### config.mk
export PLATFORM = sky130hd
export DESIGN_NAME = activity_indicators
export DESIGN_NICKNAME = d
export VERILOG_FILES = /design/src/rtl/indicators_pkg.sv /design/src/rtl/event_sync.sv /design/src/rtl/activity_indicators.sv
export SDC_FILE = /design/constraint.sdc
export NUM_CORES = 1
export LEC_CHECK = 0
export BUFFER_PORTS_ARGS = -buffer_cell sky130_fd_sc_hd__buf_2
export CAP_MARGIN = 20
export CORE_MARGIN = 5
export CORE_UTILIZATION = 55
export CTS_BUF_LIST = sky130_fd_sc_hd__clkbuf_2 sky130_fd_sc_hd__clkbuf_4 sky130_fd_sc_hd__clkbuf_8
export CTS_CLUSTER_SIZE = 8
export DETAILED_ROUTE_END_ITERATION = 12
export HOLD_SLACK_MARGIN = 0.08
export PLACE_DENSITY = 0.82
export SYNTH_ARGS = -nofsm -noshare
export SYNTH_HDL_FRONTEND = slang
export SYNTH_HIERARCHICAL = 1
export SYNTH_SLANG_ARGS = --single-unit
export TNS_END_PERCENT = 10
### constraint.sdc
create_clock -name clk -period 3.15 [get_ports clk]
set_input_delay 0 -clock clk [delete_from_list [all_inputs] [get_ports clk]]
set_output_delay 0 -clock clk [all_outputs]
set_load 0.01 [all_outputs]
### src/rtl/indicators_pkg.sv
// Shared constants and elaboration-time helpers for the LED indicator blocks.
package indicators_pkg;

  // PWM tick rate and the number of ticks in one millisecond.
  localparam int TICK_HZ      = 32'sd2000000;
  localparam int TICKS_PER_MS = 32'sd2000;

  // Integer divide that never yields less than 1, so derived counts stay usable.
  function automatic int safe_div(input int num, input int den);
    int q;
    if (den <= 32'sd0) begin
      q = 32'sd1;
    end else begin
      q = num / den;
    end
    return (q < 32'sd1) ? 32'sd1 : q;
  endfunction

  // Number of bits needed to hold the values 0..n-1.
  function automatic int clog2(input int n);
    int r;
    r = 32'sd0;
    for (int i = 0; i < 31; i++) begin
      if ((32'sd1 <<< i) < n) begin
        r = i + 32'sd1;
      end
    end
    return r;
  endfunction

  // Counter width for 0..n-1, never narrower than one bit.
  function automatic int cnt_width(input int n);
    return (clog2(n) < 32'sd1) ? 32'sd1 : clog2(n);
  endfunction

endpackage

### src/rtl/event_sync.sv
// Brings one asynchronous event input into the clk domain and turns each
// rising edge into a single-cycle pulse (two-flop synchroniser + edge register).
module event_sync (
  input  logic clk,
  input  logic reset,
  input  logic event_in,
  output logic evt_edge
);

  logic meta_r;
  logic sync_r;
  logic sync_d_r;
  logic edge_r;

  // Synchroniser chain and registered rising-edge detect.
  always_ff @(posedge clk or posedge reset) begin
    if (reset) begin
      meta_r   <= 1'b0;
      sync_r   <= 1'b0;
      sync_d_r <= 1'b0;
      edge_r   <= 1'b0;
    end else begin
      meta_r   <= event_in;
      sync_r   <= meta_r;
      sync_d_r <= sync_r;
      edge_r   <= sync_r & ~sync_d_r;
    end
  end

  assign evt_edge = edge_r;

endmodule

### src/rtl/activity_indicators.sv
// Event-driven LED activity indicators: each channel jumps to full brightness
// on an input rising edge, then fades linearly to dark; outputs are PWM drives.
module activity_indicators
  import indicators_pkg::*;
#(
  parameter int CLK_FREQUENCY = 14000000,
  parameter int CHANNELS      = 8,
  parameter int RESOLUTION    = 8,
  parameter int DECAY_MS      = 250
) (
  input  logic                clk,
  input  logic                reset,
  input  logic                enable,
  input  logic [CHANNELS-1:0] event_in,
  output logic [CHANNELS-1:0] pwm_out,
  output logic                active
);

  localparam int MAX_VALUE  = (32'sd1 <<< RESOLUTION) - 32'sd1;
  localparam int DIVIDER    = safe_div(CLK_FREQUENCY, TICK_HZ);
  localparam int DECAY_STEP = safe_div(DECAY_MS * TICKS_PER_MS, MAX_VALUE);
  localparam int PRE_W      = cnt_width(DIVIDER);
  localparam int DEC_W      = cnt_width(DECAY_STEP);

  localparam logic [RESOLUTION-1:0] MAX_LVL  = RESOLUTION'(MAX_VALUE);
  localparam logic [RESOLUTION-1:0] ZERO_LVL = {RESOLUTION{1'b0}};
  localparam logic [PRE_W-1:0]      PRE_LAST = PRE_W'(DIVIDER - 32'sd1);
  localparam logic [DEC_W-1:0]      DEC_LAST = DEC_W'(DECAY_STEP - 32'sd1);

  logic [PRE_W-1:0]               pre_cnt_r;
  logic [RESOLUTION-1:0]          pwm_cnt_r;
  logic [DEC_W-1:0]               dec_cnt_r;
  logic                           pwm_tick_s;
  logic                           decay_tick_s;
  logic [CHANNELS-1:0]            evt_edge_s;
  logic [CHANNELS-1:0]            pwm_nxt_s;
  logic [CHANNELS*RESOLUTION-1:0] levels_s;
  logic [CHANNELS-1:0]            pwm_out_r;
  logic                           active_r;

  // Ticks are decoded straight from the counters so they line up with the wrap.
  assign pwm_tick_s   = (pre_cnt_r == PRE_LAST);
  assign decay_tick_s = pwm_tick_s & (dec_cnt_r == DEC_LAST);

  // Prescaler: free-running, independent of enable, sets the PWM tick rate.
  always_ff @(posedge clk or posedge reset) begin
    if (reset) begin
      pre_cnt_r <= {PRE_W{1'b0}};
    end else if (pre_cnt_r == PRE_LAST) begin
      pre_cnt_r <= {PRE_W{1'b0}};
    end else begin
      pre_cnt_r <= pre_cnt_r + PRE_W'(1'b1);
    end
  end

  // PWM ramp shared by all channels; wraps naturally from MAX to 0.
  always_ff @(posedge clk or posedge reset) begin
    if (reset) begin
      pwm_cnt_r <= ZERO_LVL;
    end else if (pwm_tick_s) begin
      pwm_cnt_r <= pwm_cnt_r + RESOLUTION'(1'b1);
    end else begin
      pwm_cnt_r <= pwm_cnt_r;
    end
  end

  // Global decay timer: one decay step every DECAY_STEP PWM ticks.
  always_ff @(posedge clk or posedge reset) begin
    if (reset) begin
      dec_cnt_r <= {DEC_W{1'b0}};
    end else if (pwm_tick_s) begin
      if (dec_cnt_r == DEC_LAST) begin
        dec_cnt_r <= {DEC_W{1'b0}};
      end else begin
        dec_cnt_r <= dec_cnt_r + DEC_W'(1'b1);
      end
    end else begin
      dec_cnt_r <= dec_cnt_r;
    end
  end

  for (genvar i = 0; i < CHANNELS; i++) begin : g_ch
    logic [RESOLUTION-1:0] level_r;

    event_sync u_sync (
      .clk      (clk),
      .reset    (reset),
      .event_in (event_in[i]),
      .evt_edge (evt_edge_s[i])
    );

    // Brightness level: enable clears, an event wins over a coincident decay,
    // and the decrement stops at zero instead of wrapping.
    always_ff @(posedge clk or posedge reset) begin
      if (reset) begin
        level_r <= ZERO_LVL;
      end else if (!enable) begin
        level_r <= ZERO_LVL;
      end else if (evt_edge_s[i]) begin
        level_r <= MAX_LVL;
      end else if (decay_tick_s && (level_r != ZERO_LVL)) begin
        level_r <= level_r - RESOLUTION'(1'b1);
      end else begin
        level_r <= level_r;
      end
    end

    // Full level is forced solid on; otherwise a plain level-vs-ramp compare.
    assign pwm_nxt_s[i] = enable & ((level_r == MAX_LVL) | (level_r > pwm_cnt_r));
    assign levels_s[i*RESOLUTION +: RESOLUTION] = level_r;
  end

  // Registered LED drives and the any-channel-lit flag.
  always_ff @(posedge clk or posedge reset) begin
    if (reset) begin
      pwm_out_r <= {CHANNELS{1'b0}};
      active_r  <= 1'b0;
    end else begin
      pwm_out_r <= pwm_nxt_s;
      active_r  <= |levels_s;
    end
  end

  assign pwm_out = pwm_out_r;
  assign active  = active_r;

endmodule
# [Word level (Yosys, flattened, before mapping)]
# Cells that the tools add are included.
[totals] rom_bits=0 reg_bits=127 latchBits=0 ramBits=0 n_memories=0 word_cells=158
[classes] eq_ne=18 mux=26 n_lt_le_gt_ge=8 n_bitwise=33 shift=0 n_reduce_logical=17 n_addsub=11 div=0 multipliers=0
[op_table] op="$mux 8" n=24
[op_table] op="$eq 8x8->1 const B" n=8
[op_table] op="$gt 8x8->1" n=8
[op_table] op="$reduce_bool 8->1" n=8
[op_table] op="$reduce_or 64->1" n=1
[op_table] op="$sub 8x1->8 const B" n=8
[op_table] op="$ne 3x1->1 const B" n=8
[op_table] op="$and 1x1->1" n=17
[op_table] op="$add 11x1->11 const B" n=1
[op_table] op="$eq 11x11->1 const B" n=1
[op_table] op="$mux 11" n=1
[op_table] op="$add 8x1->8 const B" n=1
[op_table] op="$logic_and 1x1->1" n=8
[op_table] op="$not 1->1" n=8
[op_table] op="$or 1x1->1" n=8
[op_table] op="$add 3x1->3 const B" n=1
[op_table] op="$eq 3x3->1 const B" n=1
[op_table] op="$mux 3" n=1

# [Longest topological paths before layout]
[logic_depth] word_depth=6 mapped_depth=8

# [Cells and area by module]
# The synthesis kept the hierarchy.
[modules_own_cells] mod="activity_indicators" instances=1 seq_area_each_um2=2377.3 area_per_inst_um2=6680.2 cells_each=696
[modules_own_cells] mod="event_sync" instances=8 seq_area_each_um2=100.1 area_per_inst_um2=117.6 cells_each=6

# [Worst setup path before layout]
# OpenSTA, ideal clock, no wires.
[synth_timing] path_type="flip-flop to flip-flop" from="register g_ch[3].level_r[0]" to="register g_ch[3].level_r[0]" stages_incl_launch_ff=9 path_buffers=1 t_required_ns=3.031 setup_slack_ns=0.919 arrival_time_ns=2.112 period_less_slack_ns=2.231 path_cell_list="dfrtp_1 -> inv_1 -> ha_1 -> or4b_1 -> or4_1 -> clkbuf_1 -> and2_1 -> xnor2_1 -> o21a_1"
[synth_between] elab_chain_cells=4
[synth_rtl] item="from (decl)" line_no="activity_indicators.sv:83" source="logic [RESOLUTION-1:0] level_r;"
[synth_rtl] item="from (signal assigned)" line_no="activity_indicators.sv:102" source="level_r <= level_r - RESOLUTION'(1'b1);"
[synth_rtl] item="from (signal assigned)" line_no="activity_indicators.sv:104" source="level_r <= level_r;"
[synth_rtl] item="$sub 8x1->8" line_no="activity_indicators.sv:102"
[synth_rtl] item="$mux 8" line_no="activity_indicators.sv:101" source="end else if (decay_tick_s && (level_r != ZERO_LVL)) begin"
[synth_rtl] item="$mux 8" line_no="activity_indicators.sv:99" source="end else if (evt_edge_s[i]) begin"
[synth_rtl] item="$mux 8" line_no="activity_indicators.sv:97" source="end else if (!enable) begin"
# Several ways; a longest one is shown, not always the timed one. The select of a mux whose other input is x is not followed.
# A chain may end at the register's enable or synchronous reset.

# [Final worst setup path]
[layout_timing] from="register g_ch[2].level_r[0]" to="register g_ch[2].level_r[0]"
[layout_between] elab_chain_cells=4
[layout_rtl] item="from (decl)" line_no="activity_indicators.sv:83"
[layout_rtl] item="from (signal assigned)" line_no="activity_indicators.sv:102"
[layout_rtl] item="from (signal assigned)" line_no="activity_indicators.sv:104"
[layout_rtl] item="$sub 8x1->8" line_no="activity_indicators.sv:102"
[layout_rtl] item="$mux 8" line_no="activity_indicators.sv:101"
[layout_rtl] item="$mux 8" line_no="activity_indicators.sv:99"
[layout_rtl] item="$mux 8" line_no="activity_indicators.sv:97"
# Several ways; a longest one is shown, not always the timed one. The select of a mux whose other input is x is not followed.

==> flow_metrics.tcl <==
set metrics [dict create \
    outcome "complete, no violations" \
    cap_violations 0 \
    wl_per_cell_um 17.4 \
    htreeDepth 4 \
    highest_layer "met4" \
    drc_errors 0 \
    swShare 0.266 \
    cts.sinks 127 \
    first_iter_violations 440 \
    drive_gt1_frac 0.0937 \
    ys.flop_type "dfrtp_1" \
    synth-seq-area-share 0.417 \
    drtPass1Iterations 8 \
    syn-num-nets 845 \
    final_nets 868 \
    power.density_mw_per_mm2 462 \
    whs_ns 0.150 \
    startpoint_type "flop" \
    grt_pass1_wl_mm 29.2 \
    seq_power_share 0.473 \
    synth_edf_count 0 \
    grt_pass1_vias 6294 \
    irDropWorstVdd_uv 359 \
    p_int_mw 2.85 \
    num_vias 5943 \
    power_mw 3.89 \
    finalHoldViolCount 0 \
    clkSlewWorstSetupHoldPaths_ns 0.08 \
    grt_setup_unrepaired "no" \
    synth_area_leaders "dfrtp_1 (42%), ha_1 (15%), o21a_1 (6.9%), xnor2_1 (5.9%), nand4_1 (4.9%)" \
    layout_common_cells "dfrtp_1 (127), ha_1 (90), o21a_1 (70), nand4_1 (60), xnor2_1 (51)" \
    rows 43 \
    cts_buffer_depth 2 \
    clock.fmax_mhz 410 \
    grt_overflow 0 \
    syn_area_mm2 0.00762 \
    tightestPinTransition_ns 0.836 \
    arrival_ns 2.78 \
    diodes 0 \
    cts_tree "done" \
    routed_wl_mm 16.7 \
    fillers 1103 \
    comb_power_share 0.132 \
    die_h_um 128 \
    ys_warn_count 6 \
    place_ws_ns 0.726 \
    ant_nets 0 \
    syn_avg_cell_area_um2 10.2 \
    initial_utilization 0.555 \
    dieWidth_um 128 \
    ys_seq_elements 127 \
    required_ns 3.49 \
    layout_commonest_cell "dfrtp_1" \
    synthDistinctLibCells 46 \
    period_share 0.775 \
    core_region_area_mm2 0.0137 \
    hp-class "input port to asynchronous set/reset pin" \
    power.switching_mw 1.03 \
    p_leak_nw 3.71 \
    grt_start_max_net_pins 80 \
    slew_viol_final 0 \
    cts-root-buf "clkbuf_8" \
    timing.slew.headroom 0.443 \
    setup_viol_count_final 0 \
    route.met2.wl_mm 8.25 \
    dp_hpwl_mm 11.5 \
    wl_met3_mm 1.14 \
    cts_buffers 17 \
    synthArstFlopShare 1.00 \
    clkPwrFrac 0.395 \
    clkLatencyLatePin_ns 0.45 \
    setup-tns-final_ns 0 \
    antenna_found_initial 0 \
    gp_congestion 0.886 \
    track_usage 0.223 \
    fin_crit_ns 2.44 \
    synth_top_area_cell "dfrtp_1" \
    met1_length_mm 6.78 \
    area_growth_pct 10.4 \
    vias_per_cell 6.20 \
    portBuffers 19 \
    worstSetupPathType "flop to flop" \
    yosys.area.top_type_share 0.417 \
    finClkSkew_ns 0.0142 \
    worstSetupEndpointType "flop" \
    syn_inst 744 \
    cts_resized 0 \
    pin_count 20 \
    die_area_mm2 0.0163 \
    cp_max_fo 7 \
    fin_ws_ns 0.709 \
]
-- kinds of logic after synthesis --
group | count (synthesis) | share of synthesized area
buffers and inverters | 68 | 0.0343
adders and majority gates | 90 | 0.148
AOI/OAI and AO/OA | 184 | 0.157
and+or+nand+nor | 213 | 0.172
DFF | 127 | 0.417
xor gates and xnor gates | 58 | 0.0667
muxes | 4 | 0.00525
-- final timing paths --
path | startpoint | end | slack [ns] | cells past startpoint
min in group clk | event_in[3] | g_ch[3].u_sync/meta_r | 0.18 | 2
hold reg to reg | g_ch[6].u_sync/meta_r | g_ch[6].u_sync/sync_r | 0.35 | 0
setup / recovery | g_ch[2].level_r[0] | g_ch[2].level_r[0] | 0.71 | 7
max in group asynchronous | reset | g_ch[7].level_r[0] | 2.10 | 4
setup reg to reg | g_ch[2].level_r[0] | g_ch[2].level_r[0] | 0.71 | 7
hold / removal | reset | g_ch[5].level_r[7] | 0.15 | 3
-- worst max-delay path, stage by stage, from the launching register on --
cell and delay, ns:
dfrtp_1 0.42, inv_1 0.16, ha_1 0.18, or4b_1 0.45, or4_1 0.57, and2_1 0.25
xnor2_1 0.13, o21a_1 0.17
-- through the flow --
| stage | std cells | instance area, µm² | utilization |
|---|---|---|---|
| floorplan | 744 | 7620 | - |
| global placement | 918 | 7880 | 0.574 |
| detailed placement | 918 | 7880 | 0.574 |
| CTS | 959 | 8410 | 0.613 |
| global route | 959 | 8410 | 0.613 |
| finish | 959 | 8410 | 0.613 |
-- power groups by stage --
| stage | sequential, mW | combinational (mW) | clock [mW] |
|---|---|---|---|
| global route | 1.85 | 0.588 | 1.65 |
| finish | 1.84 | 0.513 | 1.53 |
| floorplan | 1.83 | 0.395 | 0 |
| detailed placement | 1.87 | 0.498 | 0 |
| global placement | 1.86 | 0.464 | 0 |
| CTS | 1.84 | 0.515 | 1.57 |
-- state kept, by name (all words and copies together) (netlist names) --
| signal | cells |
|---|---|
| g_ch.u_sync/meta_r | 8 |
| pwm_cnt_r | 8 |
| g_ch.u_sync/evt_edge | 8 |
| pre_cnt_r | 3 |
| dec_cnt_r | 11 |
| active | 1 |
| g_ch.u_sync/sync_r | 8 |
| g_ch.u_sync/sync_d_r | 8 |
| g_ch.level_r | 64 |
| pwm_out | 8 |
-- Yosys cell counts, types with 3 or more instances --
library cell / n
nor2_1: 35
and2_1: 4
xor2_1: 7
nand2_1: 23
o21a_1: 70
inv_1: 37
nor2b_1: 11
nor4_1: 8
or3_1: 4
clkbuf_1: 18
ha_1: 90
o211ai_1: 14
or4b_1: 3
buf_1: 8
o21ai_0: 20
nand3_1: 9
dfrtp_1: 127
nor3_1: 23
buf_2: 5
a21oi_1: 44
o21bai_1: 7
a31oi_1: 22
mux2i_1: 4
or4_1: 3
nor2b_4: 8
nand4_1: 60
xnor2_1: 51
nand4b_1: 5
-- routing by layer --
| metal | global-route usage | vias to the layer above |
|---|---|---|
| li1 | - | 2770 |
| met1 | 0.268 | 2899 |
| met2 | 0.372 | 222 |
| met3 | 0.0575 | 52 |
| met4 | 0.112 | 0 |
| met5 | 0 | - |
-- layout make-up --
| cell class | instances | area [µm²] | area share |
|---|---|---|---|
| well taps | 180 | 225 | 0.0268 |
| flip-flops and latches | 127 | 3180 | 0.378 |
| clock buffers | 21 | 270 | 0.0321 |
| clock inverters | 10 | 163 | 0.0193 |
| inverters | 37 | 140 | 0.0167 |
| repair buffers | 35 | 240 | 0.0286 |
| multi-input cells | 549 | 4200 | 0.499 |
-- timing repair --
item | 4_1_cts | 5_1_grt
setup buffers | 0 | 0
hold buffers | 10 | 0
setup endpoints to repair | 0 | 0
hold endpoints to repair | 66 | 0
(Power assumes the default switching activity.)
